### config.mk
export PLATFORM = sky130hd
export DESIGN_NAME = spi_master_multi
export DESIGN_NICKNAME = d
export VERILOG_FILES = /design/src/rtl/spi_pkg.sv /design/src/rtl/spi_clkgen.sv /design/src/rtl/spi_master_multi.sv
export SDC_FILE = /design/constraint.sdc
export NUM_CORES = 1
export LEC_CHECK = 0
export ABC_AREA = 0
export BUFFER_PORTS_ARGS = -buffer_cell sky130_fd_sc_hd__buf_2
export CORE_ASPECT_RATIO = 0.8
export CORE_MARGIN = 1
export CORE_UTILIZATION = 45
export DETAILED_ROUTE_END_ITERATION = 7
export PLACE_DENSITY = 0.76
export RECOVER_POWER = 50
export SLEW_MARGIN = 20
export SYNTH_ARGS = -nofsm -noshare
export SYNTH_HDL_FRONTEND = slang
export SYNTH_SLANG_ARGS = --single-unit
### constraint.sdc
create_clock -name clk -period 3.4 [get_ports clk]
set_clock_uncertainty 0.15 [all_clocks]
set_input_delay 0.17 -clock clk [delete_from_list [all_inputs] [get_ports clk]]
set_output_delay 0.17 -clock clk [all_outputs]
set_load 0.02 [all_outputs]
### src/rtl/spi_pkg.sv
// Shared types for the SPI master: transaction state encoding and SPI mode constants {cpol,cpha}.
package spi_pkg;
  typedef enum logic [2:0] {IDLE, SETUP, SHIFT, HOLD, GAP} spi_state_e;

  localparam logic [1:0] MODE0 = 2'b00;
  localparam logic [1:0] MODE1 = 2'b01;
  localparam logic [1:0] MODE2 = 2'b10;
  localparam logic [1:0] MODE3 = 2'b11;
endpackage

### src/rtl/spi_clkgen.sv
// Half-period tick generator for the SPI master; tick fires every DIV clk cycles while enabled,
// lead marks odd-numbered ticks (leading SCLK edges).
module spi_clkgen #(
  parameter int DIV = 2
) (
  input  logic clk,
  input  logic reset,
  input  logic en,
  input  logic abort,
  output logic tick,
  output logic lead
);
  localparam int CW = (DIV > 1) ? $clog2(DIV) : 1;

  logic [CW-1:0] cnt;
  logic          ph;

  assign tick = en && (cnt == CW'(DIV - 1));
  assign lead = tick && !ph;

  always_ff @(posedge clk or negedge reset) begin
    if (!reset) begin
      cnt <= '0;
      ph  <= 1'b0;
    end else if (abort || !en) begin
      cnt <= '0;
      ph  <= 1'b0;
    end else if (tick) begin
      cnt <= '0;
      ph  <= ~ph;
    end else begin
      cnt <= cnt + CW'(1);
    end
  end
endmodule

### src/rtl/spi_master_multi.sv
// Multi-byte SPI master with runtime CPOL/CPHA, divided SCLK, slave selects and abort.
// Optional build macro SPI_MASTER_LSB_FIRST_EN: bits within each byte travel LSB first.
module spi_master_multi
  import spi_pkg::*;
#(
  parameter int BYTES = 2,
  parameter int NSS   = 2,
  parameter int DIV   = 2,
  parameter int SELW  = 1
) (
  input  logic               clk,
  input  logic               reset,
  input  logic               start,
  input  logic [8*BYTES-1:0] mdat,
  input  logic [SELW-1:0]    sel,
  input  logic               cpol,
  input  logic               cpha,
  input  logic               abort,
  output logic               busy,
  output logic               done,
  output logic [8*BYTES-1:0] sdat,
  output logic               sclk,
  output logic               mosi,
  input  logic               miso,
  output logic [NSS-1:0]     ss_n
);
  localparam int N     = 8 * BYTES;
  localparam int EDGES = 2 * N;
  localparam int EW    = $clog2(EDGES + 1);

  spi_state_e    state;
  logic          cpol_q, cpha_q;
  logic [N-1:0]  tx, rx, ord;
  logic [EW-1:0] ecnt;
  logic          tick, lead, accept, edge_now, sample, advance;

  // Maps between wire order (first bit at MSB) and word order; self-inverse.
  function automatic logic [N-1:0] bit_order(input logic [N-1:0] w);
    logic [N-1:0] r;
`ifdef SPI_MASTER_LSB_FIRST_EN
    for (int b = 0; b < BYTES; b++)
      for (int i = 0; i < 8; i++)
        r[8*b+i] = w[8*b+7-i];
`else
    r = w;
`endif
    return r;
  endfunction

  function automatic logic [NSS-1:0] decode(input logic [SELW-1:0] s);
    logic [NSS-1:0] r;
    for (int j = 0; j < NSS; j++) r[j] = (int'(s) != j);
    return r;
  endfunction

  assign ord      = bit_order(mdat);
  assign accept   = (state == IDLE) && start && !abort;
  assign edge_now = tick && !abort &&
                    ((state == SETUP) || ((state == SHIFT) && (ecnt != EW'(EDGES))));
  assign sample   = edge_now && (lead ^ cpha_q);
  // The final trailing edge in CPHA=0 has no further bit to present, so mosi holds.
  assign advance  = edge_now && (cpha_q ? lead : (!lead && (ecnt != EW'(EDGES - 1))));

  spi_clkgen #(.DIV(DIV)) u_clkgen (
    .clk   (clk),
    .reset (reset),
    .en    (busy),
    .abort (abort),
    .tick  (tick),
    .lead  (lead)
  );

  always_ff @(posedge clk) begin
    if (accept)       tx <= cpha ? ord : {ord[N-2:0], 1'b0};
    else if (advance) tx <= {tx[N-2:0], 1'b0};
    if (sample)       rx <= {rx[N-2:0], miso};
  end

  always_ff @(posedge clk or negedge reset) begin
    if (!reset) begin
      state  <= IDLE;
      busy   <= 1'b0;
      done   <= 1'b0;
      sdat   <= '0;
      sclk   <= 1'b0;
      mosi   <= 1'b0;
      ss_n   <= '1;
      cpol_q <= 1'b0;
      cpha_q <= 1'b0;
      ecnt   <= '0;
    end else begin
      done <= 1'b0;
      if (abort && (state != IDLE)) begin
        state <= IDLE;
        busy  <= 1'b0;
        ss_n  <= '1;
        sclk  <= cpol_q;
        mosi  <= 1'b0;
      end else begin
        case (state)
          IDLE: begin
            sclk <= cpol;
            if (accept) begin
              state  <= SETUP;
              busy   <= 1'b1;
              cpol_q <= cpol;
              cpha_q <= cpha;
              ss_n   <= decode(sel);
              ecnt   <= '0;
              mosi   <= cpha ? 1'b0 : ord[N-1];
            end
          end
          SETUP: if (tick) state <= SHIFT;
          SHIFT: if (tick && (ecnt == EW'(EDGES))) state <= HOLD;
          HOLD: if (tick) begin
            state <= GAP;
            done  <= 1'b1;
            ss_n  <= '1;
            sdat  <= bit_order(rx);
            mosi  <= 1'b0;
          end
          GAP: if (tick) begin
            state <= IDLE;
            busy  <= 1'b0;
          end
          default: state <= IDLE;
        endcase
        if (edge_now) begin
          sclk <= ~sclk;
          ecnt <= ecnt + EW'(1);
        end
        if (advance) mosi <= tx[N-1];
      end
    end
  end
endmodule

==> run metrics <==
biggest area contributors in the synthesized netlist=edfxtp_1 (33%), dfrtp_1 (28%), mux2_2 (6.9%), mux2i_1 (5.5%), nand2_1 (4.0%); clock-pin slew reported for the worst setup and hold paths after clock tree synthesis=0.07 ns; number of failing setup endpoints in the final timing report=0; Register Area=1839 um^2; Mapped Area=2930 um^2; wire length of the first global-routing pass=8.749 mm; most frequently used cell type in the post-synthesis netlist=dfrtp_1; cell taking the most area after synthesis=edfxtp_1; worst rel slew slack=-25.67%; Post-DP HPWL=3.635 mm; routed length per instance=14.52 um; critical path's slowest cell=nand2_1; fraction of layout instances using a drive strength above 1=22.92%; later-pin clock latency in the skew report=0.35 ns; Synth top cells by count=dfrtp_1 (33), edfxtp_1 (32), nand2_1 (31), o21ai_0 (23), mux2_2 (18); total power draw=2.246 mW; drt total wl=5.357 mm; Critical R2R Capture=tx[9]; standby leakage power=1.500 nW; number of DRC violations after detailed-routing iteration 0=140; Vias=1903; logic depth of the worst register-to-register path=7; root cell of the clock tree=clkbuf_8; number of nets with antenna violations after detailed routing=0; Site Rows=25; Syn Area/Cell=12.74 um^2; min-delay src=mdat[12]; ratio of routed vias to standard cells=5.157; sort of element at the start of the critical path=flop; largest voltage drop on the vdd net=240.2 uV; metal3 WL=293 um; area of the multi-input gates=1015 um^2; most common flop cell mapped by yosys=dfrtp_1; critical path fanouts, max=16; via count of the first global-routing pass=1825; Placer Congestion=0.7677; Unique masters post-synth=42; Largest stage delay, worst path=0.54 ns; initial antenna violation count=0; Setup Buffers After CTS=0; cell type with the highest occurrence count on the critical path=nand2_1; WHS Path Cells=3; number of flops mapped to enable cells by yosys=32; reg-to-reg slack, setup=0.81 ns; Initial Util=48.04%; Yosys warnings=0; Reg-to-Reg Start=ecnt[0]; final cycle utilization of the critical path=76.12%; final critical path time including I/O delays and setup=2.588 ns; Setup TNS=0 ns; final hold viol count=0; crit end category=flop; run status=complete, but fails checks; data required time at the worst endpoint=3.23 ns; max layer used=met4; Cells after Synth=230; RSZ-0062 raised after global routing=no; final net count=309; share of async-settable or async-resettable flops after synthesis=52.24%; Remaining DRCs=0; number of primary I/O pins=46; Die Height=74.18 um; Pins Over Slew Limit=36; metal2 WL=2.477 mm; fill cell total of the finished layout=519; kind of critical path=reg -> reg; Max clock buf depth=2; number of detailed-routing iterations run before antenna repair=4; MaxCap Viol Count=1; area growth from synthesis to final layout=18.70%; Hold Crit Class=in -> reg; arrival time of the worst setup path=2.42 ns; Antenna diodes=0; clk sink count=67; terminating pin of the worst hold path=tx[13]; failing checks=capacitance limit, slew limit; maximum number of pins on one net before global-route repair=38; share of synthesized area occupied by flip-flops and latches=62.77%; wire length on met1=2.506 mm; floorplan core area=6100 um^2; overall die area=6840 um^2; transition time of the tightest slew-check pin=1.885 ns; synthesis-stage register bit count=67; All-Layer GR Usage=17.49%; PD cells=645.8 nW/um^2; net count after synthesis=256; total congestion overflow=0; post_cts resized=0; f_max=386.4 MHz; CTS HTree Levels=3; number of buffers created by CTS=9; cells along the critical path=inv_1, ha_1, nand2_1, o211ai_2, a211o_4, nand3b_1, nand2_1; number of buffers added to fix hold violations after cts=6; area share of the leading cell type in the synthesized netlist=32.79%; TritonCTS clock tree=done; number of buffers added on ports=45; die boundary width=92.22 um
[stage by stage]
step	hold WS (ns)	utilization, %	cell area (um^2)	worst slack, ns	cells
2_1_floorplan	-0.2756	-	2930	0.8193	230
3_3_place_gp	0.1485	52.88	3226	0.9330	347
3_5_place_dp	0.1456	52.88	3226	0.8316	347
4_1_cts	0.04262	57.52	3508	0.8114	369
5_1_grt	0.06527	57.03	3478	0.6591	369
6_report	0.04859	57.03	3478	0.8121	369
[state kept, by name (all words and copies together) (netlist names), 2 cells and up]
signal and flops:
sdat 16, state 3, tx 16, ss_n 2
ecnt 6, rx 16
[final cells by class]
cell class                      count  share of cell area [%]
Clock buffer                       13                   5.180
Tap cell                           81                   2.914
Multi-Input combinational cell    145                   29.17
Timing Repair Buffer               54                   7.986
Clock inverter                      3                   1.223
Inverter                            6                  0.6475
Sequential cell                    67                   52.88
[how the worst max path moves through the flow]
stage | start | slack [ns] | depth (start not counted) | end
after CTS | ecnt[0] | 0.81 | 7 | tx[7]
after detailed placement | ecnt[0] | 0.83 | 7 | tx[7]
final | ecnt[0] | 0.81 | 7 | tx[9]
after floorplan | ecnt[0] | 0.82 | 7 | rx[0]
after global routing | ecnt[0] | 0.66 | 7 | tx[9]
after global placement | ecnt[0] | 0.93 | 7 | tx[5]
[report_power, final]
| part | internal (mW) | switching [mW] |
|---|---|---|
| Combinational | 0.163 | 0.273 |
| Sequential | 0.996 | 0.0943 |
| Clock | 0.422 | 0.297 |
[critical path: cells and delay by family, from the launching register on]
family | cells | cell delay [ns]
compound gates | 2 | 0.53
fa+ha+maj | 1 | 0.19
simple gates | 3 | 0.85
buf+inv | 1 | 0.06
flops | 1 | 0.42
[cells in the final DEF, fill, tap and decap left out, types with 2 or more instances in the layout]
master	netlist	routed
inv_1	5	5
o31ai_1	2	2
nand3_1	8	8
edfxtp_1	32	32
a21o_1	2	2
buf_4	0	3
dfstp_2	2	2
clkbuf_1	4	25
clkbuf_8	0	11
dlygate4sd3_1	0	6
ha_1	2	2
o21ai_0	23	23
nor2_1	9	9
buf_2	6	21
mux2i_1	16	16
xnor2_1	3	3
nand2_1	31	31
nor2b_1	2	2
dfrtp_1	33	33
mux2_2	18	18
a21oi_1	4	4
and3_1	2	2
nor3_1	2	2
and4b_1	2	2
nand4b_1	2	2
[cell families after synthesis]
| family | synth area share, % |
|---|---|
| AO/OA/AOI/OAI | 7.814 |
| buffers and inverters | 2.604 |
| multiplexers | 12.38 |
| adder cells (fa/ha/maj) | 0.8538 |
| flip-flops | 62.77 |
| AND/OR/NAND/NOR | 12.38 |
| XOR/XNOR | 1.196 |
[layer usage]
metal  track usage, %  vias to the layer above
li1                 -                      936
met4            6.771                        0
met1            22.85                      914
met2            26.37                       45
met3            7.260                        8
met5                0                        -
(Power assumes the default switching activity.)
